$ cat src/rtl/seq_divider32.sv
// Sequential unsigned divider: 2N-bit dividend / N-bit divisor -> N-bit quotient and remainder.
// Restoring shift-subtract, one quotient bit per cycle; zero divisor and quotient overflow finish in one cycle.
module seq_divider32 #(
    parameter int N = 16
) (
    input  logic           clk,
    input  logic           rst,
    input  logic           start,
    input  logic [2*N-1:0] dividend,
    input  logic [N-1:0]   divisor,
    output logic           busy,
    output logic           done,
    output logic [N-1:0]   quotient,
    output logic [N-1:0]   remainder,
    output logic           div_by_zero,
    output logic           overflow
);

    typedef enum logic [1:0] {
        IDLE = 2'd0,
        CALC = 2'd1,
        DONE = 2'd2
    } state_t;

    localparam int CW = $clog2(N) + 1;

    state_t        state_reg;
    logic [CW-1:0] cnt_reg;
    logic [N-1:0]  rem_reg;
    logic [N-1:0]  dq_reg;
    logic [N-1:0]  dvsr_reg;
    logic          busy_reg;
    logic          done_reg;
    logic [N-1:0]  quotient_reg;
    logic [N-1:0]  remainder_reg;
    logic          dbz_reg;
    logic          ovf_reg;

    // The N+1-bit partial remainder is the shifted value; the stored remainder always fits in N bits.
    logic [N:0]    shifted_next;
    logic          ge_next;
    logic [N-1:0]  rem_next;
    logic [N-1:0]  dq_next;

    always_comb begin
        shifted_next = {rem_reg, dq_reg[N-1]};
        ge_next      = (shifted_next >= {1'b0, dvsr_reg});
        // When subtracting, the result is below the divisor, so modulo-2^N arithmetic is exact.
        rem_next     = ge_next ? (shifted_next[N-1:0] - dvsr_reg) : shifted_next[N-1:0];
        dq_next      = {dq_reg[N-2:0], ge_next};
    end

    always_ff @(posedge clk) begin
        if (rst) begin
            state_reg     <= IDLE;
            cnt_reg       <= '0;
            rem_reg       <= '0;
            dq_reg        <= '0;
            dvsr_reg      <= '0;
            busy_reg      <= 1'b0;
            done_reg      <= 1'b0;
            quotient_reg  <= '0;
            remainder_reg <= '0;
            dbz_reg       <= 1'b0;
            ovf_reg       <= 1'b0;
        end else begin
            case (state_reg)
                IDLE: begin
                    done_reg <= 1'b0;
                    if (start) begin
                        dbz_reg <= 1'b0;
                        ovf_reg <= 1'b0;
                        if (divisor == '0) begin
                            dbz_reg       <= 1'b1;
                            quotient_reg  <= '1;
                            remainder_reg <= dividend[N-1:0];
                            done_reg      <= 1'b1;
                            state_reg     <= DONE;
                        end else if (dividend[2*N-1:N] >= divisor) begin
                            ovf_reg       <= 1'b1;
                            quotient_reg  <= '1;
                            remainder_reg <= dividend[N-1:0];
                            done_reg      <= 1'b1;
                            state_reg     <= DONE;
                        end else begin
                            rem_reg   <= dividend[2*N-1:N];
                            dq_reg    <= dividend[N-1:0];
                            dvsr_reg  <= divisor;
                            cnt_reg   <= '0;
                            busy_reg  <= 1'b1;
                            state_reg <= CALC;
                        end
                    end
                end
                CALC: begin
                    rem_reg <= rem_next;
                    dq_reg  <= dq_next;
                    cnt_reg <= cnt_reg + CW'(1);
                    if (cnt_reg == CW'(N - 1)) begin
                        quotient_reg  <= dq_next;
                        remainder_reg <= rem_next;
                        busy_reg      <= 1'b0;
                        done_reg      <= 1'b1;
                        state_reg     <= DONE;
                    end
                end
                DONE: begin
                    done_reg  <= 1'b0;
                    state_reg <= IDLE;
                end
                default: begin
                    busy_reg  <= 1'b0;
                    done_reg  <= 1'b0;
                    state_reg <= IDLE;
                end
            endcase
        end
    end

    assign busy        = busy_reg;
    assign done        = done_reg;
    assign quotient    = quotient_reg;
    assign remainder   = remainder_reg;
    assign div_by_zero = dbz_reg;
    assign overflow    = ovf_reg;

endmodule
$ cat config.mk
export PLATFORM = sky130hd
export DESIGN_NAME = seq_divider32
export DESIGN_NICKNAME = d
export VERILOG_FILES = /design/src/rtl/seq_divider32.sv
export SDC_FILE = /design/constraint.sdc
export NUM_CORES = 1
export LEC_CHECK = 0
export CAP_MARGIN = 0
export CELL_PAD_IN_SITES_DETAIL_PLACEMENT = 1
export CELL_PAD_IN_SITES_GLOBAL_PLACEMENT = 2
export CORE_MARGIN = 4
export CORE_UTILIZATION = 29
export DETAILED_ROUTE_END_ITERATION = 6
export PLACE_DENSITY = 0.82
export SYNTH_ARGS = -nofsm -noshare
export SYNTH_HDL_FRONTEND = slang
export SYNTH_SLANG_ARGS = --single-unit
$ cat constraint.sdc
create_clock -name clk -period 2.8 [get_ports clk]
set_input_delay 0.42 -clock clk [delete_from_list [all_inputs] [get_ports clk]]
set_output_delay 0.42 -clock clk [all_outputs]
set_load 0.02 [all_outputs]
Word-level counts from Yosys, hierarchy flattened
Index checks and enable logic that the tools add are counted.
{"block": "classes", "add_sub_neg": 2, "n_lt_le_gt_ge": 2, "eq_ne": 8, "muxes": 40, "n_bitwise": 3, "reduce_logical": 9}
{"operator": "16-bit two-way mux", "count": 15}
{"operator": "16-bit case mux with 2 select lines", "count": 4}
{"operator": "17-bit by 16-bit >= comparator with 1-bit output", "count": 1}
{"operator": "16-bit >= comparator", "count": 1}
{"operator": "16-bit logical NOT", "count": 1}
{"operator": "16-bit subtractor", "count": 1}
{"operator": "5-bit two-way mux", "count": 3}
{"operator": "4-bit AND reduction", "count": 3}
{"operator": "1-bit two-way mux", "count": 10}
{"operator": "5-bit case mux with 2 select lines", "count": 1}
{"operator": "2-bit two-way mux", "count": 4}
{"operator": "2-bit inequality test, second input constant", "count": 4}
{"operator": "5-bit by 1-bit adder with 5-bit output, second input constant", "count": 1}
{"operator": "5-bit by 4-bit == test with 1-bit output, second input constant", "count": 1}
{"operator": "5-bit AND reduction", "count": 1}
{"operator": "2-bit case mux with 2 select lines", "count": 1}
{"operator": "2-bit AND reduction", "count": 2}
{"operator": "3-bit inequality test, second input constant", "count": 1}
{"operator": "1-bit NOT", "count": 3}
{"operator": "1-bit case mux with 3 select lines", "count": 1}
{"operator": "2-bit by 1-bit == test with 1-bit output, second input constant", "count": 1}
{"operator": "2-bit == test, second input constant", "count": 1}
{"operator": "2-bit logical NOT", "count": 1}
{"operator": "1-bit case mux with 2 select lines", "count": 1}
{"operator": "2-bit nonzero test", "count": 1}
{"block": "totals", "ff_bits": 91, "inputBits": 51, "out_inout_bits": 36, "word_cells": 75}

Logic depth before layout (Yosys ltp)
{"block": "logic_depth", "depth_word": 5, "mapped_depth": 12, "ltp_nobuf": 11}

Worst setup path after synthesis
No wires, ideal clock.
{"block": "synth_timing", "path_type": "reg2reg", "start": "reg dvsr_reg[1]", "end": "reg rem_reg[10]", "arrival_ns": 2.510, "path_slack_ns": 0.176, "stages_incl_launch_ff": 11, "n_path_buf": 0, "period_less_slack_ns": 2.624, "cell_sequence": "dfxtp_1 inv_1 ha_1 nor2b_4 o31a_1 o211a_1 o31a_4 o211ai_4 nand2_4 mux2i_1 a2111oi_0"}
{"block": "synth_via", "elab_chain_cells": 3, "word_cells_on_any_way": 4, "cone_classes": "add/sub: 1; order compare: 1; mux: 2"}
{"item": "start, declared", "line": "31", "rtl": "logic [N-1:0] dvsr_reg;"}
{"item": "start signal, assigned", "line": "88", "rtl": "dvsr_reg <= divisor;"}
{"item": "16-bit subtractor or 17-bit by 16-bit >= comparator with 1-bit output (tied branches)", "line": "49, 47"}
{"item": "16-bit two-way mux (*)", "line": "49", "rtl": "rem_next = ge_next ? (shifted_next[N-1:0] - dvsr_reg) : shifted_next[N-1:0];"}
{"item": "16-bit case mux with 2 select lines (*)", "line": "67", "rtl": "case (state_reg)"}
{"item": "end signal, assigned", "line": "86", "rtl": "rem_reg <= dividend[2*N-1:N];"}
{"item": "end signal, assigned", "line": "96", "rtl": "rem_reg <= rem_next;"}
{"item": "end, declared", "line": "29", "rtl": "logic [N-1:0] rem_reg;"}
Every way passes the cells marked *; elsewhere a longest branch is shown, timed or not.
A chain may end at the register's enable or synchronous reset.

Worst setup path in the final report
{"block": "layout_timing", "start": "reg dvsr_reg[1]", "end": "reg rem_reg[3]"}
The elaborated chain is that of the path after synthesis.

==> flow_summary.yaml <==
run_status:
  status: "finished, final reports clean"
cts:
  cts.clk_slew.worst_paths_ns: 0.07
  clock_latency_ns: 0.35
  h-tree-depth: 3
  hold_buffers: 0
  cts_root_buffer: "clkbuf_16"
  cts_buffer_depth: 2
  cts.sinks: 91
  cts_buffers: 9
  cts_tree: "yes"
routing:
  drtIter0Drc: 225
  drtAntennaViolNets: 0
  wl_microns: 18440
  drtPass1Iterations: 4
  via_per_inst: 5.199
  avgRoutedWirePerCell_microns: 18.66
  vias: 5137
  drcViolationCount: 0
logic_synthesis:
  syn_nets: 687
  ys_seq_area_frac: 0.3530
  ys_types: 56
  ys.flop_type: "dfxtp_1"
  synth_area_per_cell_sq_um: 8.588
  yosysWarningCount: 0
  synth-edff-count: 0
  syn_inst: 601
  async_flop_share: 0
  mappedNetlistArea_sq_um: 5161
  synth-seq-cells: 91
place:
  globalplace.congestion: 0.8837
  place_ws_ns: -0.3147
  io_buffers: 86
  hpwl_microns: 14040
pwr:
  ir_drop_mv: 0.3319
  power_density_nw_per_um2: 681.6
  p_leak_nw: 3.225
timing:
  setup_tns_ns: 0
  min_period_ns: 2.762
  final_hold_viol_count: 0
  finalClockSkew_ns: 0.009122
  timing.fmax_ghz: 0.3621
  period_share: 0.9863
  tightest_slew_ns: 0.7331
  rsz0062_at_grt: "yes"
  drv_slew: 0
  max-slew-margin-rel: 0.5113
  final-setup-viol-count: 0
  timing.final.ws_setup_ns: 0.03843
critical_path:
  path_class: "flip-flop to flip-flop"
  cp-end-kind: "flip-flop"
  critPathMaxFanout: 6
  slowest_stage: "o31a_4"
  cp-start-kind: "flip-flop"
  required_ns: 3.00
  path_cells: "inv_2 > ha_4 > nor2b_4 > o31a_1 > o211a_1 > o31a_4 > o211a_4 > nor2_4 > buf_4 > o311a_2 > a211oi_1"
  cp.arrival_ns: 2.96
  cp_slowest_stage_delay_ns: 0.37
floorplan:
  die_h_microns: 141.4
  start_util: 0.2974
  floorplan.core_area_sq_um: 17360
  io_pins: 87
  rows: 48
  dieArea_sq_um: 20000
  die_w_microns: 141.4
global_routing:
  grt_pass1_vias: 5470
  grt_overflow: 0
  antenna_found_initial: 0
  track_usage: 0.1821
  grt_pass1_wl_microns: 29100
  grt_max_degree: 43
hold_path:
  hold_class: "flip-flop to flip-flop"
cells_and_area:
  drive_gt1_frac: 0.2241
  diodes: 0
  syn2layout_area_growth_pct: 45.94
  nNetsFinal: 844
run:
  maxCapViolCount: 0
==> what timing repair did <==
action	4_1_cts	5_1_grt
setup buffers	1	8
resized for setup	6	57
pin swaps	3	31
endpoints found under the setup margin	8	45
==> layer usage <==
| layer | share of wire | global-route usage | vias up |
|---|---|---|---|
| met4 | 0.019 | 0.06818 | 0 |
| li1 | - | - | 2508 |
| met3 | 0.036 | 0.02629 | 21 |
| met5 | 0 | 0 | - |
| met2 | 0.49 | 0.3065 | 98 |
| met1 | 0.46 | 0.2368 | 2510 |
==> critical path, delay by kind of cell (launching register included) <==
kind | cells | cell delay [ns]
AND/OR/NAND/NOR | 2 | 0.33
AO/OA/AOI/OAI | 6 | 1.51
buffers and inverters | 2 | 0.20
adder cells (fa/ha/maj) | 1 | 0.20
flip-flops | 1 | 0.34
==> cells in the final DEF (no fill, tap or decap), drive strengths merged, types with 4 or more instances in the layout <==
master,instances
nand2,23
nor2b,4
nor2,84
and3,6
a21o,13
dlymetal6s2s,7
o211ai,6
o211a,5
xor2,5
nand3,5
o41ai,7
a211oi,56
nor4,4
a21oi,27
mux2i,35
nor3,21
and2,4
nand2b,9
clkbuf,9
o21a,5
xnor2,10
buf,97
dfxtp,91
nand4,6
nand3b,10
or3,4
ha,34
clkdlybuf4s50,78
o21ai,24
inv,44
==> Yosys cell counts (4+ instances only) <==
cell | number | area (sq um)
xnor2_1 | 10 | 87.58
o211ai_1 | 5 | 37.54
and2_1 | 4 | 25.02
buf_2 | 6 | 30.03
nand2_1 | 22 | 82.58
or3_1 | 4 | 25.02
dfxtp_1 | 91 | 1822
inv_1 | 39 | 146.4
nand4_1 | 6 | 37.54
nor4_1 | 4 | 25.02
a21oi_1 | 26 | 130.1
o21ai_0 | 24 | 120.1
clkbuf_1 | 30 | 112.6
ha_1 | 34 | 425.4
and3_1 | 6 | 37.54
xor2_1 | 5 | 43.79
nand2b_1 | 9 | 56.30
o41ai_1 | 5 | 43.79
nand3b_1 | 10 | 75.07
a21o_1 | 13 | 97.59
nor2_1 | 83 | 311.6
a211oi_1 | 55 | 412.9
mux2i_1 | 35 | 350.3
nor3_1 | 20 | 100.1
o211a_1 | 4 | 40.04
nand3_1 | 4 | 20.02
o21a_1 | 5 | 37.54
==> final cells by class <==
type,instances,area [sq um]
clock buffers,9,225.2
clock inverters,7,92.59
fillers,2003,9824
inverters,39,146.4
multi-input cells,435,3292
flip-flops and latches,91,1824
well taps,225,281.5
repair buffers,182,1670
==> cell families after synthesis <==
| family | count (synthesis) | synth area share |
|---|---|---|
| DFF | 91 | 0.3530 |
| adders and majority gates | 35 | 0.08630 |
| and+or+nand+nor | 184 | 0.1750 |
| buffers and inverters | 75 | 0.05600 |
| xor gates and xnor gates | 15 | 0.02545 |
| muxes | 35 | 0.06788 |
| AOI/OAI and AO/OA | 166 | 0.2364 |
==> metrics by stage <==
step	power (mW)	area, sq um	instances	hold WS (ns)	utilization
4_1_cts	4.936	7224	982	0.4645	0.4162
3_3_place_gp	3.531	6879	965	0.4491	0.3963
3_5_place_dp	3.582	6879	965	0.4496	0.3963
6_report	5.134	7532	988	0.4580	0.4340
2_1_floorplan	2.714	5161	601	0.4634	-
5_1_grt	5.418	7532	988	0.4946	0.4340
==> path summary, 6_finish.rpt <==
| check | startpoint | endpoint | slack [ns] | depth (start not counted) |
|---|---|---|---|---|
| min reg2reg | busy | busy | 0.46 | 2 |
| min | busy | busy | 0.46 | 2 |
| max reg2reg | dvsr_reg[1] | rem_reg[3] | 0.04 | 11 |
| max | dvsr_reg[1] | rem_reg[3] | 0.04 | 11 |
==> report_power, final <==
group          internal, mW  switching, mW  total (mW)
registers              1.43          0.102        1.54
clock network         0.720          0.607        1.33
logic                  1.07           1.20        2.27
total                  3.22           1.91        5.13
Power figures use the tool's default switching activity.
